`src/rtl/slot_ctrl_pkg.sv`:
```
// slot_ctrl_pkg: shared definitions for the slot adjustment controller.
//   slot_state_e  controller FSM states
//   REJ_*         reject_code values
//   SLOT_LENGTH   nominal slot terminal count, must match slot_timer
package slot_ctrl_pkg;

    localparam logic [14:0] SLOT_LENGTH = 15'd1624;

    typedef enum logic [1:0] {
        StIdle        = 2'd0,
        StIssue       = 2'd1,
        StWaitLoad    = 2'd2,
        StWaitRestore = 2'd3
    } slot_state_e;

    localparam logic [1:0] REJ_RANGE      = 2'b01;
    localparam logic [1:0] REJ_SUPERSEDED = 2'b10;
    localparam logic [1:0] REJ_WDOG       = 2'b11;

endpackage

```
`src/rtl/slot_len_calc.sv`:
```
// slot_len_calc: extends an offset (sign or zero), adds a base length and
// range-checks the 16-bit signed result.
//   i_off    offset, OFF_W bits
//   o_len    low 15 bits of BASE + extended offset
//   o_legal  MIN_LEN <= result <= MAX_LEN
module slot_len_calc #(
    parameter int unsigned OFF_W    = 8,
    parameter bit          SIGN_EXT = 1'b1,
    parameter logic [15:0] BASE     = 16'd0,
    parameter logic [14:0] MIN_LEN  = 15'd100,
    parameter logic [14:0] MAX_LEN  = 15'd3249
) (
    input  logic [OFF_W-1:0] i_off,
    output logic [14:0]      o_len,
    output logic             o_legal
);

    logic [15:0]        w_ext;
    logic signed [15:0] w_sum;

    always_comb begin
        w_ext   = {{(16 - OFF_W){SIGN_EXT & i_off[OFF_W-1]}}, i_off};
        w_sum   = BASE + w_ext;
        // Signed compare so a negative sum counts as below range.
        o_legal = (w_sum >= $signed({1'b0, MIN_LEN})) && (w_sum <= $signed({1'b0, MAX_LEN}));
        o_len   = w_sum[14:0];
    end

endmodule

```
`src/rtl/slot_adjust_ctrl.sv`:
```
// slot_adjust_ctrl: collects DSP (absolute) and tracking (signed delta) slot
// adjust requests, validates and arbitrates them (DSP first), and issues one
// adjust_pos command at a time, then waits for the load and restore slot
// boundaries before allowing the next one.
//   clk_50mhz, cfg_rst          clock, async active-high reset
//   i_slot_start_count          timer running; commands only issued when high
//   i_slot_interrupt            slot boundary pulse from slot_timer
//   i_req_dsp_en/_len           DSP request strobe and absolute length
//   i_req_trk_en/_delta         tracking request strobe and signed delta
//   o_adjust_pos_en/o_adjust_pos  command to slot_timer
//   o_busy, o_grant_dsp, o_grant_trk, o_reject, o_reject_code, o_adjust_count
//   o_debug                     {0, trk len, dsp len, wdog, trk vld, dsp vld, state}
module slot_adjust_ctrl
    import slot_ctrl_pkg::*;
#(
    parameter logic [14:0] MIN_LEN     = 15'd100,
    parameter logic [14:0] MAX_LEN     = 15'd3249,
    parameter logic [23:0] WDOG_CYCLES = 24'd8000000
) (
    input  logic        clk_50mhz,
    input  logic        cfg_rst,
    input  logic        i_slot_start_count,
    input  logic        i_slot_interrupt,
    input  logic        i_req_dsp_en,
    input  logic [14:0] i_req_dsp_len,
    input  logic        i_req_trk_en,
    input  logic [7:0]  i_req_trk_delta,
    output logic        o_adjust_pos_en,
    output logic [31:0] o_adjust_pos,
    output logic        o_busy,
    output logic        o_grant_dsp,
    output logic        o_grant_trk,
    output logic        o_reject,
    output logic [1:0]  o_reject_code,
    output logic [15:0] o_adjust_count,
    output logic [63:0] o_debug
);

    slot_state_e r_state;
    logic        r_dsp_vld, r_trk_vld;
    logic [14:0] r_dsp_len;
    logic [7:0]  r_trk_delta;
    logic [23:0] r_wdog;
    logic [14:0] r_len;
    logic        r_adjust_pos_en, r_busy, r_grant_dsp, r_grant_trk, r_reject;
    logic [1:0]  r_reject_code;
    logic [15:0] r_adjust_count;

    logic [14:0] w_dsp_len, w_trk_len;
    logic        w_dsp_legal, w_trk_legal;

    slot_len_calc #(
        .OFF_W    (15),
        .SIGN_EXT (1'b0),
        .BASE     (16'd0),
        .MIN_LEN  (MIN_LEN),
        .MAX_LEN  (MAX_LEN)
    ) u_dsp_calc (
        .i_off   (r_dsp_len),
        .o_len   (w_dsp_len),
        .o_legal (w_dsp_legal)
    );

    slot_len_calc #(
        .OFF_W    (8),
        .SIGN_EXT (1'b1),
        .BASE     ({1'b0, SLOT_LENGTH}),
        .MIN_LEN  (MIN_LEN),
        .MAX_LEN  (MAX_LEN)
    ) u_trk_calc (
        .i_off   (r_trk_delta),
        .o_len   (w_trk_len),
        .o_legal (w_trk_legal)
    );

    always_ff @(posedge clk_50mhz or posedge cfg_rst) begin
        if (cfg_rst) begin
            r_state         <= StIdle;
            r_dsp_vld       <= 1'b0;
            r_trk_vld       <= 1'b0;
            r_dsp_len       <= '0;
            r_trk_delta     <= '0;
            r_wdog          <= '0;
            r_len           <= '0;
            r_adjust_pos_en <= 1'b0;
            r_busy          <= 1'b0;
            r_grant_dsp     <= 1'b0;
            r_grant_trk     <= 1'b0;
            r_reject        <= 1'b0;
            r_reject_code   <= '0;
            r_adjust_count  <= '0;
        end else begin
            r_adjust_pos_en <= 1'b0;
            r_grant_dsp     <= 1'b0;
            r_grant_trk     <= 1'b0;
            r_reject        <= 1'b0;

            unique case (r_state)
                StIdle: begin
                    if (r_dsp_vld && !w_dsp_legal) begin
                        r_dsp_vld     <= 1'b0;
                        r_reject      <= 1'b1;
                        r_reject_code <= REJ_RANGE;
                    end else if (r_dsp_vld && i_slot_start_count) begin
                        r_dsp_vld       <= 1'b0;
                        r_len           <= w_dsp_len;
                        r_adjust_pos_en <= 1'b1;
                        r_grant_dsp     <= 1'b1;
                        r_adjust_count  <= r_adjust_count + 16'd1;
                        r_busy          <= 1'b1;
                        r_state         <= StIssue;
                        if (r_trk_vld) begin
                            r_trk_vld     <= 1'b0;
                            r_reject      <= 1'b1;
                            r_reject_code <= REJ_SUPERSEDED;
                        end
                    end else if (r_trk_vld && !w_trk_legal) begin
                        r_trk_vld     <= 1'b0;
                        r_reject      <= 1'b1;
                        r_reject_code <= REJ_RANGE;
                    end else if (r_trk_vld && !r_dsp_vld && i_slot_start_count) begin
                        r_trk_vld       <= 1'b0;
                        r_len           <= w_trk_len;
                        r_adjust_pos_en <= 1'b1;
                        r_grant_trk     <= 1'b1;
                        r_adjust_count  <= r_adjust_count + 16'd1;
                        r_busy          <= 1'b1;
                        r_state         <= StIssue;
                    end
                end
                StIssue: begin
                    // A boundary here precedes the timer latching the command.
                    r_wdog  <= '0;
                    r_state <= StWaitLoad;
                end
                StWaitLoad: begin
                    if (i_slot_interrupt) begin
                        r_wdog  <= '0;
                        r_state <= StWaitRestore;
                    end else if (r_wdog == WDOG_CYCLES - 24'd1) begin
                        r_busy        <= 1'b0;
                        r_reject      <= 1'b1;
                        r_reject_code <= REJ_WDOG;
                        r_state       <= StIdle;
                    end else begin
                        r_wdog <= r_wdog + 24'd1;
                    end
                end
                StWaitRestore: begin
                    if (i_slot_interrupt) begin
                        r_busy  <= 1'b0;
                        r_state <= StIdle;
                    end else if (r_wdog == WDOG_CYCLES - 24'd1) begin
                        r_busy        <= 1'b0;
                        r_reject      <= 1'b1;
                        r_reject_code <= REJ_WDOG;
                        r_state       <= StIdle;
                    end else begin
                        r_wdog <= r_wdog + 24'd1;
                    end
                end
                default: r_state <= StIdle;
            endcase

            // Placed after the FSM so a new strobe wins over a same-cycle clear.
            if (i_req_dsp_en) begin
                r_dsp_vld <= 1'b1;
                r_dsp_len <= i_req_dsp_len;
            end
            if (i_req_trk_en) begin
                r_trk_vld   <= 1'b1;
                r_trk_delta <= i_req_trk_delta;
            end
        end
    end

    logic [14:0] w_dsp_dbg, w_trk_dbg;
    assign w_dsp_dbg = r_dsp_vld ? w_dsp_len : 15'd0;
    assign w_trk_dbg = r_trk_vld ? w_trk_len : 15'd0;

    assign o_adjust_pos_en = r_adjust_pos_en;
    assign o_adjust_pos    = {17'd0, r_len};
    assign o_busy          = r_busy;
    assign o_grant_dsp     = r_grant_dsp;
    assign o_grant_trk     = r_grant_trk;
    assign o_reject        = r_reject;
    assign o_reject_code   = r_reject_code;
    assign o_adjust_count  = r_adjust_count;
    assign o_debug         = {6'd0, w_trk_dbg, w_dsp_dbg, r_wdog, r_trk_vld, r_dsp_vld, r_state};

endmodule

```
`config.mk`:
```
export PLATFORM = sky130hd
export DESIGN_NAME = slot_adjust_ctrl
export DESIGN_NICKNAME = d
export VERILOG_FILES = /design/src/rtl/slot_ctrl_pkg.sv /design/src/rtl/slot_len_calc.sv /design/src/rtl/slot_adjust_ctrl.sv
export SDC_FILE = /design/constraint.sdc
export NUM_CORES = 1
export LEC_CHECK = 0
export ABC_AREA = 1
export CAP_MARGIN = 20
export CORE_ASPECT_RATIO = 1.5
export CORE_MARGIN = 2
export CORE_UTILIZATION = 52
export CTS_CLUSTER_SIZE = 30
export DETAILED_ROUTE_END_ITERATION = 8
export GPL_TIMING_DRIVEN = 1
export HOLD_SLACK_MARGIN = 0.06
export PLACE_DENSITY_LB_ADDON = 0.08
export SYNTH_ARGS = -nofsm -noshare
export SYNTH_HDL_FRONTEND = slang
export SYNTH_SLANG_ARGS = --single-unit
```
`constraint.sdc`:
```
create_clock -name clk_50mhz -period 6.83 [get_ports clk_50mhz]
set_input_delay 1.0245 -clock clk_50mhz [delete_from_list [all_inputs] [get_ports clk_50mhz]]
set_output_delay 1.0245 -clock clk_50mhz [all_outputs]
set_load 0.005 [all_outputs]
```
==> impl_metrics.json, run 1 <==
{
  "grt_antenna_before_repair": 0,
  "drv_slew": 0,
  "cts_tree": "done",
  "routedWlPerCell_um": 14.11,
  "layout_setup_ws_ns": 3.673,
  "die_y_um": 125.0,
  "tns_ns": 0,
  "finalCritPeriodShare": 0.4623,
  "fillers": 845,
  "r2r_setup_slack_ns": 4.17,
  "synthAdderAreaFrac": 0.007400,
  "post_dp_cell_area_mm2": 0.006211,
  "path_clk_slew_ns": 0.07,
  "ios": 148,
  "cts_buffer_depth": 2,
  "drtIter0Drc": 278,
  "instances_no_fill": 912,
  "start_util": 0.5295,
  "powerDensity_mw_per_mm2": 285.4,
  "grt_pass1_wl_um": 20960,
  "crit_type": "reg -> out",
  "yosysWarnings": 0,
  "cts_num_sinks": 89,
  "dieArea_mm2": 0.01058,
  "syn_area_mm2": 0.005072,
  "ys_seq_area_frac": 0.4391,
  "yosys_register_bits": 89,
  "drv_cap": 0,
  "num_vias": 4721,
  "grtUsageMet2": 0.4321,
  "ctsResizeCount": 0,
  "vdd_drop_max_mv": 0.2226,
  "layout_common_cells": "nand2_1, clkdlybuf4s50_1, dfrtp_1, inv_1, nor2_1",
  "gp_congestion": 0.8922,
  "synthXorXnorAreaFrac": 0.02763,
  "grtUsageTotal": 0.2435,
  "worstSkewPairLatency_ns": 0.34,
  "ant_nets": 0,
  "synth-compound-area-share": 0.09916,
  "viasPerCell": 5.177,
  "htree_levels": 3,
  "synth-edff-count": 0,
  "worstPathMaxFanout": 3,
  "outcome": "finished clean",
  "syn_area_per_cell_um2": 7.448,
  "finalHoldViolCount": 0,
  "post-place-ws_ns": 3.533,
  "setup_viol": 0,
  "cp-startpoint": "r_trk_delta[3]",
  "die_w_um": 84.64,
  "fmax_ghz": 0.3167,
  "busiest_layer": "met2",
  "final_nets": 824,
  "critPathArrivalTime_ns": 2.13,
  "cts_setup_buffers": 0,
  "rows": 44,
  "synthArstFlopShare": 1.000,
  "skew_ns": 0.005910,
  "netlist_instances": 681,
  "required_ns": 5.81,
  "design_area_mm2": 0.006523,
  "hold_path_class": "reg -> reg",
  "grt_pass1_vias": 4456,
  "drive_gt1_frac": 0.06901,
  "first_pass_iters": 5,
  "yosys.area_share.simple": 0.2874,
  "root_buffer": "clkbuf_16",
  "syn_to_final_growth_pct": 28.59,
  "grt_overflow": 0,
  "synth_top_family_by_area": "simple AND/OR/NAND/NOR gates",
  "final_common_cell": "nand2_1",
  "slew_headroom": 0.2994,
  "antenna_cells": 0,
  "hold_buffers": 0,
  "cts_buffers": 9,
  "grt_max_degree": 90,
  "use_met3": 0.04488,
  "holdCritStartpoint": "r_len[13]",
  "core_mm2": 0.009579,
  "setup.worst_path.start_class": "register",
  "port_buffers": 120,
  "end_kind": "output port",
  "grt_use_met1": 0.2828,
  "leakage_uw": 0.003095,
  "yosysUniqueCellTypes": 40,
  "tightest_slew_ns": 1.047,
  "drc_errors": 0,
  "synth_ff_type": "dfrtp_1",
  "muxShareOfSynthArea": 0.008880,
  "wirelength_um": 12860,
  "placed_cells_incl_taps": 895,
  "rsz0062_at_grt": "no",
  "dpl.hpwl_um": 9572,
  "final.min_clock_period_ns": 3.157,
  "r2r_start": "r_dsp_vld"
}
through the flow:
stage | hold slack [ns] | util | total power, µW
floorplan | 0.4593 | - | 1060
global placement | 0.4579 | 0.6484 | 1385
detailed placement | 0.4618 | 0.6484 | 1399
CTS | 0.4778 | 0.6780 | 1874
global route | 0.5038 | 0.6809 | 1979
finish | 0.4728 | 0.6809 | 1861
synth_stat cells (2+ instances only):
library cell	count	area (µm²)
xnor2_1	6	52.55
nor2_1	39	146.4
buf_2	7	35.03
o21ai_1	36	180.2
o211ai_1	2	15.01
nor2_4	3	33.78
buf_1	2	7.510
nand2_1	205	769.5
nand4_1	14	87.58
o22ai_1	4	25.02
nand3_2	3	30.03
nor3_1	20	100.1
mux2_2	4	45.04
inv_1	76	285.3
a21oi_1	13	65.06
o21ai_0	36	180.2
ha_1	3	37.54
dfrtp_1	89	2227
buf_4	31	232.7
nand2_2	6	37.54
nand3_1	33	165.2
nand2_4	2	22.52
xor2_1	10	87.58
clkbuf_1	7	26.28
inv_2	15	56.30
registers in the layout, indices dropped and copies added, names as in the netlist:
signal           flops
r_trk_vld            1
r_len               15
o_reject_code        2
r_dsp_len           15
r_wdog              24
o_grant_dsp          1
r_state              2
o_adjust_count      16
r_dsp_vld            1
o_adjust_pos_en      1
r_trk_delta          8
o_busy               1
o_reject             1
o_grant_trk          1
metal layers:
layer	part of all wire	routed length, µm
met1	0.39	5018
met2	0.53	6822
met3	0.049	624
met4	0.031	399
met5	0	0
where the power goes:
group | switching [µW] | internal (µW) | leakage (µW)
clock network | 205 | 266 | 0.000131
logic | 314 | 327 | 0.00182
registers | 116 | 634 | 0.00114
path summary, 6_finish.rpt:
kind                                      end  cells after the start
max                               o_debug[50]                      7
max reg2reg                o_adjust_count[14]                      6
max in group asynchronous          r_wdog[20]                      4
min in group asynchronous   o_adjust_count[4]                      3
min                                 r_len[13]                      2
min reg2reg                         r_len[13]                      2
final cells by class:
class / instances / area [µm²] / area share
clock buffers: 12 / 256.5 / 0.03932
clock inverters: 4 / 27.53 / 0.004220
inverters: 92 / 346.6 / 0.05314
multi-input cells: 478 / 2285 / 0.3503
flip-flops and latches: 89 / 2227 / 0.3415
well taps: 115 / 143.9 / 0.02206
repair buffers: 122 / 1236 / 0.1895
critical path, cell delays in order (launching register included):
cell and delay [ns]:
dfrtp_1 0.36, inv_1 0.09, ha_1 0.21, or2_2 0.32, a21oi_1 0.16, nor2_1 0.08, nor2_1 0.09, clkdlybuf4s50_1 0.50
cell families (layout without fill, tap and decap cells):
kind of cell    Yosys count  in the layout
simple gates            332            332
fa+ha+maj                 3              3
xor+xnor                 16             16
other cells               1             27
mux                       4              4
buf+inv                 140            230
flops                    89             89
compound gates           96             96
Power figures use the tool's default switching activity.
==> run 2, diff against run 1 <==
- CORE_UTILIZATION: 52 -> 43
- clock period: 6.83 -> 2.9 ns (I/O delays scaled with it)
==> impl_metrics.json, run 2 (synthesized netlist as in run 1, its figures left out) <==
{
  "outcome": "finished clean",
  "rows": 48,
  "ios": 148,
  "viasPerCell": 4.935,
  "grt_antenna_before_repair": 0,
  "port_buffers": 120,
  "hold_path_class": "in -> async",
  "tightest_slew_ns": 0.6741,
  "gp_congestion": 0.9006,
  "drive_gt1_frac": 0.07125,
  "cts_buffers": 9,
  "slew_headroom": 0.5492,
  "rsz0062_at_grt": "no",
  "worstPathMaxFanout": 3,
  "start_util": 0.4399,
  "path_clk_slew_ns": 0.06,
  "drc_errors": 0,
  "cp-startpoint": "r_trk_delta[3]",
  "r2r_setup_slack_ns": 0.75,
  "grt_pass1_vias": 4500,
  "htree_levels": 3,
  "drv_cap": 0,
  "ant_nets": 0,
  "grt_pass1_wl_um": 21540,
  "end_kind": "output port",
  "dieArea_mm2": 0.01270,
  "tns_ns": 0,
  "cts_tree": "done",
  "crit_type": "reg -> out",
  "cts_buffer_depth": 2,
  "antenna_cells": 0,
  "finalCritPeriodShare": 0.8847,
  "regMostFlops": "r_wdog",
  "root_buffer": "clkbuf_16",
  "fmax_ghz": 0.3898,
  "r2r-end": "o_reject_code[1]",
  "grtUsageTotal": 0.2169,
  "total_power_uw": 4525,
  "first_pass_iters": 5,
  "wirelength_um": 13290,
  "grt_max_degree": 37,
  "syn_to_final_growth_pct": 30.44,
  "layout_common_cells": "nand2_1, clkdlybuf4s50_1, dfrtp_1, inv_1, nor2_1",
  "fillers": 1110,
  "grt_overflow": 0,
  "vdd_drop_max_mv": 0.3071,
  "final_nets": 828,
  "required_ns": 2.47,
  "drtIter0Drc": 244,
  "die_y_um": 137.0,
  "hold_buffers": 0,
  "final_common_cell": "nand2_1",
  "ctsResizeCount": 0,
  "setup_viol": 0,
  "r2r_cells": 8,
  "leakage_uw": 0.003133,
  "core_mm2": 0.01153,
  "critPathArrivalTime_ns": 2.13,
  "powerDensity_mw_per_mm2": 683.9,
  "drv_slew": 0,
  "dpl.hpwl_um": 10130,
  "setup.worst_path.end": "o_debug[50]",
  "finalHoldViolCount": 0,
  "r2r_start": "r_dsp_vld",
  "largest_reg_flops": 24,
  "die_w_um": 92.68,
  "skew_ns": 0.008998,
  "num_vias": 4688,
  "routedWlPerCell_um": 13.98,
  "worstSkewPairLatency_ns": 0.34,
  "setup.worst_path.start_class": "register",
  "final.min_clock_period_ns": 2.566,
  "cts_setup_buffers": 0,
  "cts_num_sinks": 89
}
-- run 2: changes by cell type in the layout (fill, tap and decap cells not counted) --
| cell | before | now |
|---|---|---|
| buf_12 | 0 | 1 |
| buf_16 | 1 | 0 |
| buf_4 | 1 | 5 |
| bufinv_16 | 0 | 2 |
| clkbuf_1 | 1 | 2 |
| clkbuf_8 | 2 | 1 |
| clkinvlp_4 | 3 | 0 |
-- run 2: critical path, cell delays in order (launching register included) --
cell and delay [ns]:
dfrtp_1 0.37, inv_1 0.08, ha_1 0.21, or2_2 0.33
a21oi_1 0.15, nor2_1 0.07, nor2_1 0.09, clkdlybuf4s50_1 0.50
-- run 2: area by class of cell --
cell class / count / area [µm²] / share of cell area
clock buffer: 12 / 246.5 / 0.03725
clock inverter: 3 / 65.06 / 0.009834
inverter: 92 / 346.6 / 0.05238
multi-input combinational: 478 / 2285 / 0.3453
sequential: 89 / 2227 / 0.3366
tap: 150 / 187.7 / 0.02837
timing repair buffer: 126 / 1259 / 0.1902
-- run 2: metrics by stage --
| step | utilization | cell area [µm²] | hold slack (ns) | worst slack (ns) | instances |
|---|---|---|---|---|---|
| 6_report | 0.5738 | 6616 | 0.4650 | 0.3343 | 950 |
| 3_3_place_gp | 0.5468 | 6305 | 0.4491 | 0.7511 | 935 |
| 5_1_grt | 0.5738 | 6616 | 0.5021 | 0.2575 | 950 |
| 4_1_cts | 0.5738 | 6616 | 0.4694 | 0.3217 | 950 |
| 2_1_floorplan | - | 5170 | 0.4593 | 0.1581 | 707 |
| 3_5_place_dp | 0.5468 | 6305 | 0.4532 | 0.6897 | 935 |
-- run 2: how the worst min path moves through the flow --
stage / start / end / depth (start not counted)
final: cfg_rst / r_len[7] / 2
after global routing: r_len[12] / r_len[12] / 2
after CTS: r_len[13] / r_len[13] / 2
after detailed placement: r_len[13] / r_len[13] / 2
after global placement: r_len[13] / r_len[13] / 2
after floorplan: r_len[13] / r_len[13] / 2
-- run 2: per-layer routing --
metal | wire [µm] | share of wire | GRT usage
met1 | 5151 | 0.39 | 0.2471
met4 | 257 | 0.019 | 0.09150
met3 | 664 | 0.050 | 0.04846
met5 | 0 | 0 | 0
met2 | 7211 | 0.54 | 0.3897
-- run 2: power by group --
| part | switching [µW] | internal, µW | leakage (µW) |
|---|---|---|---|
| Sequential | 259 | 1490 | 0.00114 |
| Clock | 466 | 773 | 0.000153 |
| Combinational | 748 | 786 | 0.00184 |
==> run 3, diff against run 2 <==
- ABC_AREA: 1 -> 0
- CORE_UTILIZATION: 43 -> 42
==> impl_metrics.json, run 3 <==
{
  "outcome": "finished clean",
  "yosysTopAreaCell": "dfrtp_1",
  "antenna_cells": 0,
  "cpMostUsedCell": "nand2b_1",
  "instances_no_fill": 723,
  "crit_path_cell_trace": "inv_1 > ha_1 > nand2b_1 > nand2b_1 > xor2_1 > and2_1 > clkdlybuf4s50_1",
  "cts_setup_buffers": 0,
  "num_vias": 3797,
  "final_common_cell": "clkdlybuf4s50_1",
  "dieArea_mm2": 0.01199,
  "drv_slew": 0,
  "critPathArrivalTime_ns": 2.13,
  "wirelength_um": 11970,
  "finalHoldViolCount": 0,
  "crit_type": "reg -> out",
  "rows": 47,
  "routedWlPerCell_um": 16.55,
  "die_y_um": 133.1,
  "placed_cells_incl_taps": 708,
  "final_nets": 604,
  "port_buffers": 120,
  "die_w_um": 90.07,
  "fmax_ghz": 0.3901,
  "drive_gt1_frac": 0.1146,
  "ios": 148,
  "slew_headroom": 0.4500,
  "cts_tree": "done",
  "root_buffer": "clkbuf_16",
  "grt_max_degree": 39,
  "required_ns": 2.47,
  "synth_ff_type": "dfrtp_1",
  "yosysTopAreaCellShare": 0.4772,
  "drc_errors": 0,
  "path_clk_slew_ns": 0.06,
  "netlist_instances": 456,
  "synthArstFlopShare": 1.000,
  "drv_cap": 0,
  "grt_antenna_before_repair": 0,
  "drtIter0Drc": 200,
  "tightest_slew_ns": 0.8251,
  "cp_num_buf_inv": 2,
  "setup_viol": 0,
  "grt_pass1_wl_um": 19430,
  "synth_area_leaders": "dfrtp_1, mux2_2, buf_4",
  "cpLargestDelayFamily": "buffers and inverters",
  "ctsResizeCount": 0,
  "grt_pass1_vias": 3785,
  "syn_area_per_cell_um2": 10.23,
  "largest_reg_flops": 24,
  "finalCritPeriodShare": 0.8839,
  "syn_area_mm2": 0.004667,
  "layout_common_cells": "clkdlybuf4s50_1, dfrtp_1, o21ai_0, mux2_2, and2_1",
  "cp_slowest_cell": "clkdlybuf4s50_1",
  "ant_nets": 0,
  "layout_setup_ws_ns": 0.3367,
  "setup.worst_path.start_class": "register",
  "grt_overflow": 0,
  "dpl.hpwl_um": 8786,
  "cts_num_sinks": 89,
  "leakage_uw": 0.002601,
  "yosysUniqueCellTypes": 55,
  "cts_buffers": 9,
  "start_util": 0.4267,
  "first_pass_iters": 4,
  "viasPerCell": 5.252,
  "tns_ns": 0,
  "synthTopCellsByCount": "dfrtp_1, buf_4, mux2_2, o21ai_0, and2_1",
  "max_stage_delay_ns": 0.50,
  "hold_path_class": "reg -> reg",
  "htree_levels": 3,
  "regMostFlops": "r_wdog",
  "vdd_drop_max_mv": 0.4836,
  "cts_buffer_depth": 2,
  "end_kind": "output port",
  "skew_ns": 0.007409,
  "synth.most_common_cell": "dfrtp_1",
  "gp_congestion": 0.8820,
  "synth-edff-count": 0,
  "powerDensity_mw_per_mm2": 642.4,
  "yosys_register_bits": 89,
  "core_mm2": 0.01094,
  "yosysWarnings": 0,
  "worstPathMaxFanout": 4,
  "grtUsageTotal": 0.2011,
  "syn_to_final_growth_pct": 33.30,
  "worstSkewPairLatency_ns": 0.34,
  "final.min_clock_period_ns": 2.563,
  "ys_seq_area_frac": 0.4772,
  "rsz0062_at_grt": "no",
  "post-place-ws_ns": 0.5754,
  "hold_buffers": 0,
  "total_power_uw": 3997
}
## run 3: cell families after synthesis
| group | share of synthesized area |
|---|---|
| compound gates | 0.1410 |
| simple gates | 0.1753 |
| mux | 0.08418 |
| flops | 0.4772 |
| other cells | 0.0008035 |
| fa+ha+maj | 0.008044 |
| xor+xnor | 0.03378 |
| buf+inv | 0.07962 |
## run 3: path summary, 6_finish.rpt
check / from / slack, ns / end / depth (start not counted)
hold reg to reg: o_adjust_count[15] / 0.48 / o_adjust_count[15] / 1
setup / recovery: r_trk_delta[3] / 0.34 / o_debug[50] / 7
setup reg to reg: r_wdog[9] / 0.61 / r_wdog[3] / 5
min in group asynchronous: cfg_rst / 0.50 / r_trk_delta[5] / 2
max in group asynchronous: cfg_rst / 1.72 / r_wdog[6] / 3
hold / removal: o_adjust_count[15] / 0.48 / o_adjust_count[15] / 1
## run 3: power by group
group | switching, µW | internal, µW | total (µW)
logic | 544 | 723 | 1270
registers | 189 | 1430 | 1620
clock network | 463 | 645 | 1110
total | 1200 | 2800 | 4000
## run 3: final cells by class
| type | instances | area, µm² |
|---|---|---|
| clock buffer | 13 | 270.3 |
| clock inverter | 2 | 12.51 |
| fill | 999 | 4717 |
| inverter | 13 | 52.55 |
| multi-input combinational | 327 | 2171 |
| sequential | 89 | 2227 |
| tap | 147 | 183.9 |
| timing repair buffer | 132 | 1304 |
## run 3: through the flow
step / cell area [µm²] / hold WS [ns] / utilization
global placement: 5938 / 0.4652 / 0.5429
CTS: 6221 / 0.4799 / 0.5687
detailed placement: 5938 / 0.4670 / 0.5429
finish: 6221 / 0.4770 / 0.5687
global route: 6221 / 0.5138 / 0.5687
floorplan: 4765 / 0.4693 / -
## run 3: metal layers
| metal | wire [µm] | part of all wire | GRT usage |
|---|---|---|---|
| met5 | 0 | 0 | 0 |
| met4 | 224 | 0.019 | 0.07009 |
| met3 | 580 | 0.048 | 0.04468 |
| met2 | 6446 | 0.54 | 0.3668 |
| met1 | 4713 | 0.39 | 0.2314 |
